<file path="src/rtl/bin2bcd_seq.sv">
// bin2bcd_seq: sequential binary-to-BCD converter (shift-and-add-3, one bit per clock).
// The result register is only written on completion or reset, so downstream
// 7-segment decoders see a steady value for the whole conversion.
module bin2bcd_seq #(
    parameter int WIDTH  = 8,
    parameter int DIGITS = 3
) (
    input  logic                  clk,
    input  logic                  rst,
    input  logic                  start,
    input  logic [WIDTH-1:0]      bin,
    output logic                  busy,
    output logic                  done,
    output logic [4*DIGITS-1:0]   bcd
);

    localparam int CW = $clog2(WIDTH + 1);
    localparam int SW = 4 * DIGITS;

    localparam logic [0:0] IDLE  = 1'b0;
    localparam logic [0:0] SHIFT = 1'b1;

    // Reject parameter sets that cannot hold every input value.
    localparam longint MAX_BIN   = (64'd1 << WIDTH) - 64'd1;
    localparam longint DEC_RANGE = 64'(10 ** DIGITS);

    generate
        if (WIDTH < 4 || WIDTH > 16) begin : g_bad_width
            $error("bin2bcd_seq: WIDTH must lie in 4..16");
        end
        if (DEC_RANGE <= MAX_BIN) begin : g_bad_digits
            $error("bin2bcd_seq: DIGITS too small to represent 2**WIDTH-1");
        end
    endgenerate

    logic [0:0]       state_reg;
    logic [WIDTH-1:0] operand_reg;
    logic [SW-1:0]    scratch_reg;
    logic [CW-1:0]    count_reg;
    logic [SW-1:0]    bcd_reg;
    logic             done_reg;

    // Adjusted-and-shifted scratch value for one SHIFT step.
    logic [SW-1:0]     scratch_next;
    // Bit 3 of each adjusted digit, which becomes bit 0 of the digit above.
    logic [DIGITS-2:0] hi_bit;

    genvar gi;
    generate
        for (gi = 0; gi < DIGITS; gi++) begin : g_digit
            logic [3:0] digit;
            assign digit = scratch_reg[4*gi +: 4];

            if (gi == DIGITS - 1) begin : g_top
                // The top digit's bit 3 is shifted out and discarded, so only
                // the low three bits of its adjusted value are needed.
                logic [2:0] adj_lo;
                assign adj_lo = (digit >= 4'd5) ? (digit[2:0] + 3'd3) : digit[2:0];
                if (gi == 0) begin : g_in_op
                    assign scratch_next[4*gi +: 4] = {adj_lo, operand_reg[WIDTH-1]};
                end else begin : g_in_hi
                    assign scratch_next[4*gi +: 4] = {adj_lo, hi_bit[gi-1]};
                end
            end else begin : g_low
                logic [3:0] adj;
                assign adj        = (digit >= 4'd5) ? (digit + 4'd3) : digit;
                assign hi_bit[gi] = adj[3];
                if (gi == 0) begin : g_in_op
                    assign scratch_next[4*gi +: 4] = {adj[2:0], operand_reg[WIDTH-1]};
                end else begin : g_in_hi
                    assign scratch_next[4*gi +: 4] = {adj[2:0], hi_bit[gi-1]};
                end
            end
        end
    endgenerate

    // Control FSM, datapath shift and result register; reset aborts any conversion.
    always_ff @(posedge clk or posedge rst) begin
        if (rst) begin
            state_reg   <= IDLE;
            operand_reg <= '0;
            scratch_reg <= '0;
            count_reg   <= '0;
            bcd_reg     <= '0;
            done_reg    <= 1'b0;
        end else begin
            done_reg <= 1'b0;
            case (state_reg)
                IDLE: begin
                    if (start) begin
                        operand_reg <= bin;
                        scratch_reg <= '0;
                        count_reg   <= CW'(WIDTH);
                        state_reg   <= SHIFT;
                    end
                end
                SHIFT: begin
                    scratch_reg <= scratch_next;
                    operand_reg <= {operand_reg[WIDTH-2:0], 1'b0};
                    count_reg   <= count_reg - CW'(1);
                    if (count_reg == CW'(1)) begin
                        bcd_reg   <= scratch_next;
                        done_reg  <= 1'b1;
                        state_reg <= IDLE;
                    end
                end
                default: state_reg <= IDLE;
            endcase
        end
    end

    assign busy = (state_reg == SHIFT);
    assign done = done_reg;
    assign bcd  = bcd_reg;

endmodule

</file>
<file path="config.mk">
export PLATFORM = sky130hd
export DESIGN_NAME = bin2bcd_seq
export DESIGN_NICKNAME = d
export VERILOG_FILES = /design/src/rtl/bin2bcd_seq.sv
export SDC_FILE = /design/constraint.sdc
export NUM_CORES = 1
export LEC_CHECK = 0
export BUFFER_PORTS_ARGS = -buffer_cell sky130_fd_sc_hd__buf_2
export CAP_MARGIN = 20
export CORE_ASPECT_RATIO = 0.9
export CORE_MARGIN = 2
export CORE_UTILIZATION = 56
export DETAILED_ROUTE_END_ITERATION = 16
export PLACE_DENSITY = 0.75
export SYNTH_ARGS = -nofsm -noshare
export SYNTH_HDL_FRONTEND = slang
export SYNTH_SLANG_ARGS = --single-unit
</file>
<file path="constraint.sdc">
create_clock -name clk -period 1.9 [get_ports clk]
set_input_delay 0.095 -clock clk [delete_from_list [all_inputs] [get_ports clk]]
set_output_delay 0.095 -clock clk [all_outputs]
set_load 0.05 [all_outputs]
</file>
# == After elaboration in Yosys (flattened, before gate mapping) ==
# Index checks and enable logic that the tools add are counted.
# totals
register_bits,38
input_bits,11
output_inout_bits,14
wordCells,31
# op_classes
addsub,4
order_cmp,3
eq_ne,2
muxes,14
bitwise_logic,1
n_reduce_logical,1
# op_table
cell,count
case mux 12 bit (2 select lines),1
case mux 8 bit (2 select lines),1
">= comparator 4 x 3 -> 1 bit, second input constant",3
two-way mux 12 bit,1
two-way mux 4 bit,3
"adder 4 x 2 -> 4 bit, second input constant",2
two-way mux 8 bit,1
case mux 4 bit (2 select lines),1
"equality test 4 x 1 -> 1 bit, second input constant",1
two-way mux 1 bit,4
"subtractor 4 x 1 -> 4 bit, second input constant",1
"adder 3 x 2 -> 3 bit, second input constant",1
two-way mux 3 bit,1
"!= test 2 bit, second input constant",1
case mux 1 bit (2 select lines),1
AND reduction 2 bit,1
inverter 1 bit,1

# == Logic depth before layout (Yosys ltp) ==
# logic_depth
depth_word,3
ltp_mapped,6
ltp_nobuf,6

# == Worst setup path before layout ==
# No wires, ideal clock.
# synth_timing
kind,reg2reg
from,"register state_reg, in the netlist busy"
to,"register bcd_reg[6], in the netlist bcd[6]"
setup_ns,0.125
arrival_ns,1.401
t_required_ns,1.775
setup_slack_ns,0.374
path_stages_with_launch,5
path_buffers,1
synth_period_minus_slack_ns,1.526
cell_sequence,dfrtp_1 > buf_2 > nand3_2 > inv_2 > mux2_4
# synth_via
elab_chain_cells,1
# synth_lines
element,line_no,text
start: declaration,36,logic [0:0] state_reg;
start signal: assignment,80,state_reg <= IDLE;
start signal: assignment,94,state_reg <= SHIFT;
start signal: assignment,104,state_reg <= IDLE;
AND reduction 2 bit (no source line),-,
end signal: assignment,102,bcd_reg <= scratch_next;
end: declaration,40,logic [SW-1:0] bcd_reg;
# Every way passes these cells.
# A chain may end at the register's enable or synchronous reset.

# == Final worst setup path ==
# layout_timing
from,register scratch_reg[0]
to,"register bcd_reg[2], in the netlist bcd[2]"
# layout_via
elab_chain_cells,2
elab_cells_between_ends,3
cone_classes,1 x add/sub; 1 x order compare; 1 x mux
# layout_lines
element,line_no,text
start: declaration,38,logic [SW-1:0] scratch_reg;
start signal: assignment,98,scratch_reg <= scratch_next;
adder 4 x 2 -> 4 bit or >= comparator 4 x 3 -> 1 bit (tied branches),66,assign adj = (digit >= 4'd5) ? (digit + 4'd3) : digit;
two-way mux 4 bit (*),66,
# Mark *: on every way between the ends. The rest lies on a longest branch, timed or not.

==> metrics.txt <==
status finished, final reports clean; CP max FO 3; Chip Height about 59 microns; maximum VDD drop about 0.87 mV; sw frac 44.02%; Cell Area, Synth roughly 1900 sq um; cell leakage power around 0.0011 uW; worst-margin pin slew roughly 0.46 ns; Critical Path, Cell by Cell inv_1 -> ha_1 -> nand2b_1 -> a21oi_1 -> mux2_2 -> o21ai_0; drt pass-1 iters 4; nature of the critical path startpoint flop; Worst Hold Slack a little under 0.07 ns; final hold vios 0; Clock transition at path regs around 0.070 ns; count leader, synth dfrtp_1; Post-synth top flop dfrtp_1; Distinct cells, synth 27; Initial Util between 50% and 60%; CP arrival 1.88 ns; CORE AREA 3114 sq um; Via Count approximately 1300; Synth Area in XOR/XNOR under 10%; Syn Inst Count about 180; Sw Pwr 1742 uW; Yosys top cell area share 51.04%; asr flop ratio synth 100.0%; Slew Limit Fails 0; RSZ-0062 raised after global routing no; post-synthesis compound-gate area fraction roughly an eighth; register share of total power around 36%; CTS H-tree depth 2; final net count around 220; All-Layer GR Usage 21.16%; # diodes 0; Final ANT Viol Nets 0; Syn Area/Cell 10.59 sq um; first-pass GRT wire length roughly 6 mm; Post-Synth Adder-Cell Area between 5 and 6%; Commonest cells post-synth dfrtp_1, nand2_1, mux2i_1, o21ai_0, nand2b_1; post-synthesis simple-gate area fraction 13.97%; num rows 19; post-synthesis sequential area ratio about half; Synth Register Bits 38; final worst path period need 1.678 ns; Longest Clk Path Bufs 2; I/O Buffers 24; hold path cells 3; Worst EP required about 2.1 ns; Clk pwr share 14.1%; layout cells sized above 1 approximately a fifth; worst r2r path cells 6; MaxCap Viol Count 0; clk root buf clkbuf_8; Worst setup EP type flop; drt initial violations approximately 100; Avg WL per Cell 13.71 microns; Slowest-stage cell, CP dfrtp_1; vias in the first global route approximately 1400; crit-path max cell delay roughly 0.40 ns; largest net degree at the start of global routing 39; Area Overhead vs Synth 14.57%; routability congestion estimate 0.7770; cell accounting for the most synthesized area dfrtp_1; EDFF count, synth 0; CTS resizes 0; Comb power frac between 40% and 50%; Synth Net Count about 200; overflow left after global routing 0; TritonCTS clock tree done; Final setup viols 0; top cells by area, synth dfrtp_1, mux2i_1, ha_1; clk sinks 38; via-per-instance ratio roughly 5.3; Routed Wire Length approximately 3.4 mm; io pins 25; die area approximately 3800 sq um; Ys Warns 0; Num CTS Buffers 5; Final Cycle Share 88.33%; kind of critical path reg -> reg; largest family of logic cells by synthesized area simple AND/OR/NAND/NOR gates; P_int around 2200 uW; Die W ~65 microns; setup tns final 0 ns; HPWL after detailed placement approximately 2.4 mm; Power Density approximately 1900 nW/um^2; Setup Skew 0.004590 ns; post-synthesis mux area share 11.35%; clk_lat worst skew just under 0.3 ns; Post-CTS Repair Setup Buffers 0; initial antenna violation count 0; DRC 0; fmax about 600 MHz; Hold WC Path Type in -> reg; # hold bufs at CTS 1; Max-Slew Margin vs Limit between 60 and 70%
power by group through the flow:
stage | clock, uW | combinational, uW | sequential (uW)
after floorplan | 0 | 1190 | 1800
after global placement | 0 | 1900 | 1410
after detailed placement | 0 | 1990 | 1440
after CTS | 578 | 1990 | 1420
after global routing | 606 | 2210 | 1470
final | 559 | 1970 | 1430
cells in the final DEF, fill, tap and decap left out, types with 2 or more instances in the layout:
cell type / Yosys / layout
dfrtp_1: 38 / 38
o31ai_1: 2 / 2
nand2b_1: 12 / 12
nor3_1: 4 / 4
o21ai_0: 17 / 17
nor3b_1: 6 / 6
nor2_1: 6 / 6
buf_4: 0 / 5
buf_2: 8 / 24
xnor2_1: 4 / 4
a21oi_1: 6 / 6
clkbuf_8: 0 / 6
ha_1: 8 / 8
inv_1: 9 / 9
a21o_1: 4 / 4
nand2_1: 22 / 22
mux2i_1: 17 / 17
mux2_4: 2 / 2
final timing paths:
path | to | slack, ns | startpoint
setup reg to reg | bcd[2] | 0.22 | scratch_reg[0]
hold / removal | operand_reg[0] | 0.07 | bin[0]
setup / recovery | bcd[2] | 0.22 | scratch_reg[0]
max in group asynchronous | bcd[3] | 1.11 | rst
hold reg to reg | bcd[4] | 0.48 | bcd[4]
min in group asynchronous | operand_reg[0] | 0.48 | rst
per-stage QoR:
stage / setup slack [ns] / std cells / total power, uW / instance area [sq um] / utilization, %
floorplan: 0.3742 / 176 / 2997 / 1863 / -
global placement: 0.3790 / 239 / 3315 / 2033 / 65.29
detailed placement: 0.2417 / 239 / 3425 / 2033 / 65.29
CTS: 0.2348 / 248 / 3995 / 2135 / 68.54
global route: 0.08382 / 248 / 4287 / 2135 / 68.54
finish: 0.2217 / 248 / 3957 / 2135 / 68.54
layout make-up:
type	instances	area (sq um)
clock buffers	7	86.33
repair buffers	30	167.7
flip-flops and latches	38	950.9
clock inverters	1	5.005
well taps	42	52.55
inverters	10	37.54
multi-input cells	120	834.6
fillers	244	979.7
routing by layer:
| metal | vias to the layer above | share of wire, % | track usage (%) |
|---|---|---|---|
| met3 | 2 | 4.7 | 5.354 |
| met1 | 632 | 42 | 24.37 |
| met5 | - | 0 | 0 |
| met4 | 0 | 1.0 | 10.03 |
| li1 | 654 | - | - |
| met2 | 28 | 52 | 37.26 |
cell families (layout without fill, tap and decap cells):
group | Yosys count | in the layout
flip-flops | 38 | 38
multiplexers | 20 | 20
XOR/XNOR | 5 | 5
AO/OA/AOI/OAI | 35 | 35
adder cells (fa/ha/maj) | 8 | 8
buffers and inverters | 18 | 48
AND/OR/NAND/NOR | 52 | 52
worst max-delay path, delay by kind of cell (launching register included):
family | cells | cell delay (ns)
AND/OR/NAND/NOR | 1 | 0.09
buffers and inverters | 1 | 0.12
adder cells (fa/ha/maj) | 1 | 0.22
AO/OA/AOI/OAI | 2 | 0.39
multiplexers | 1 | 0.38
flip-flops | 1 | 0.40
No activity file was read; power rests on OpenSTA's default activity.
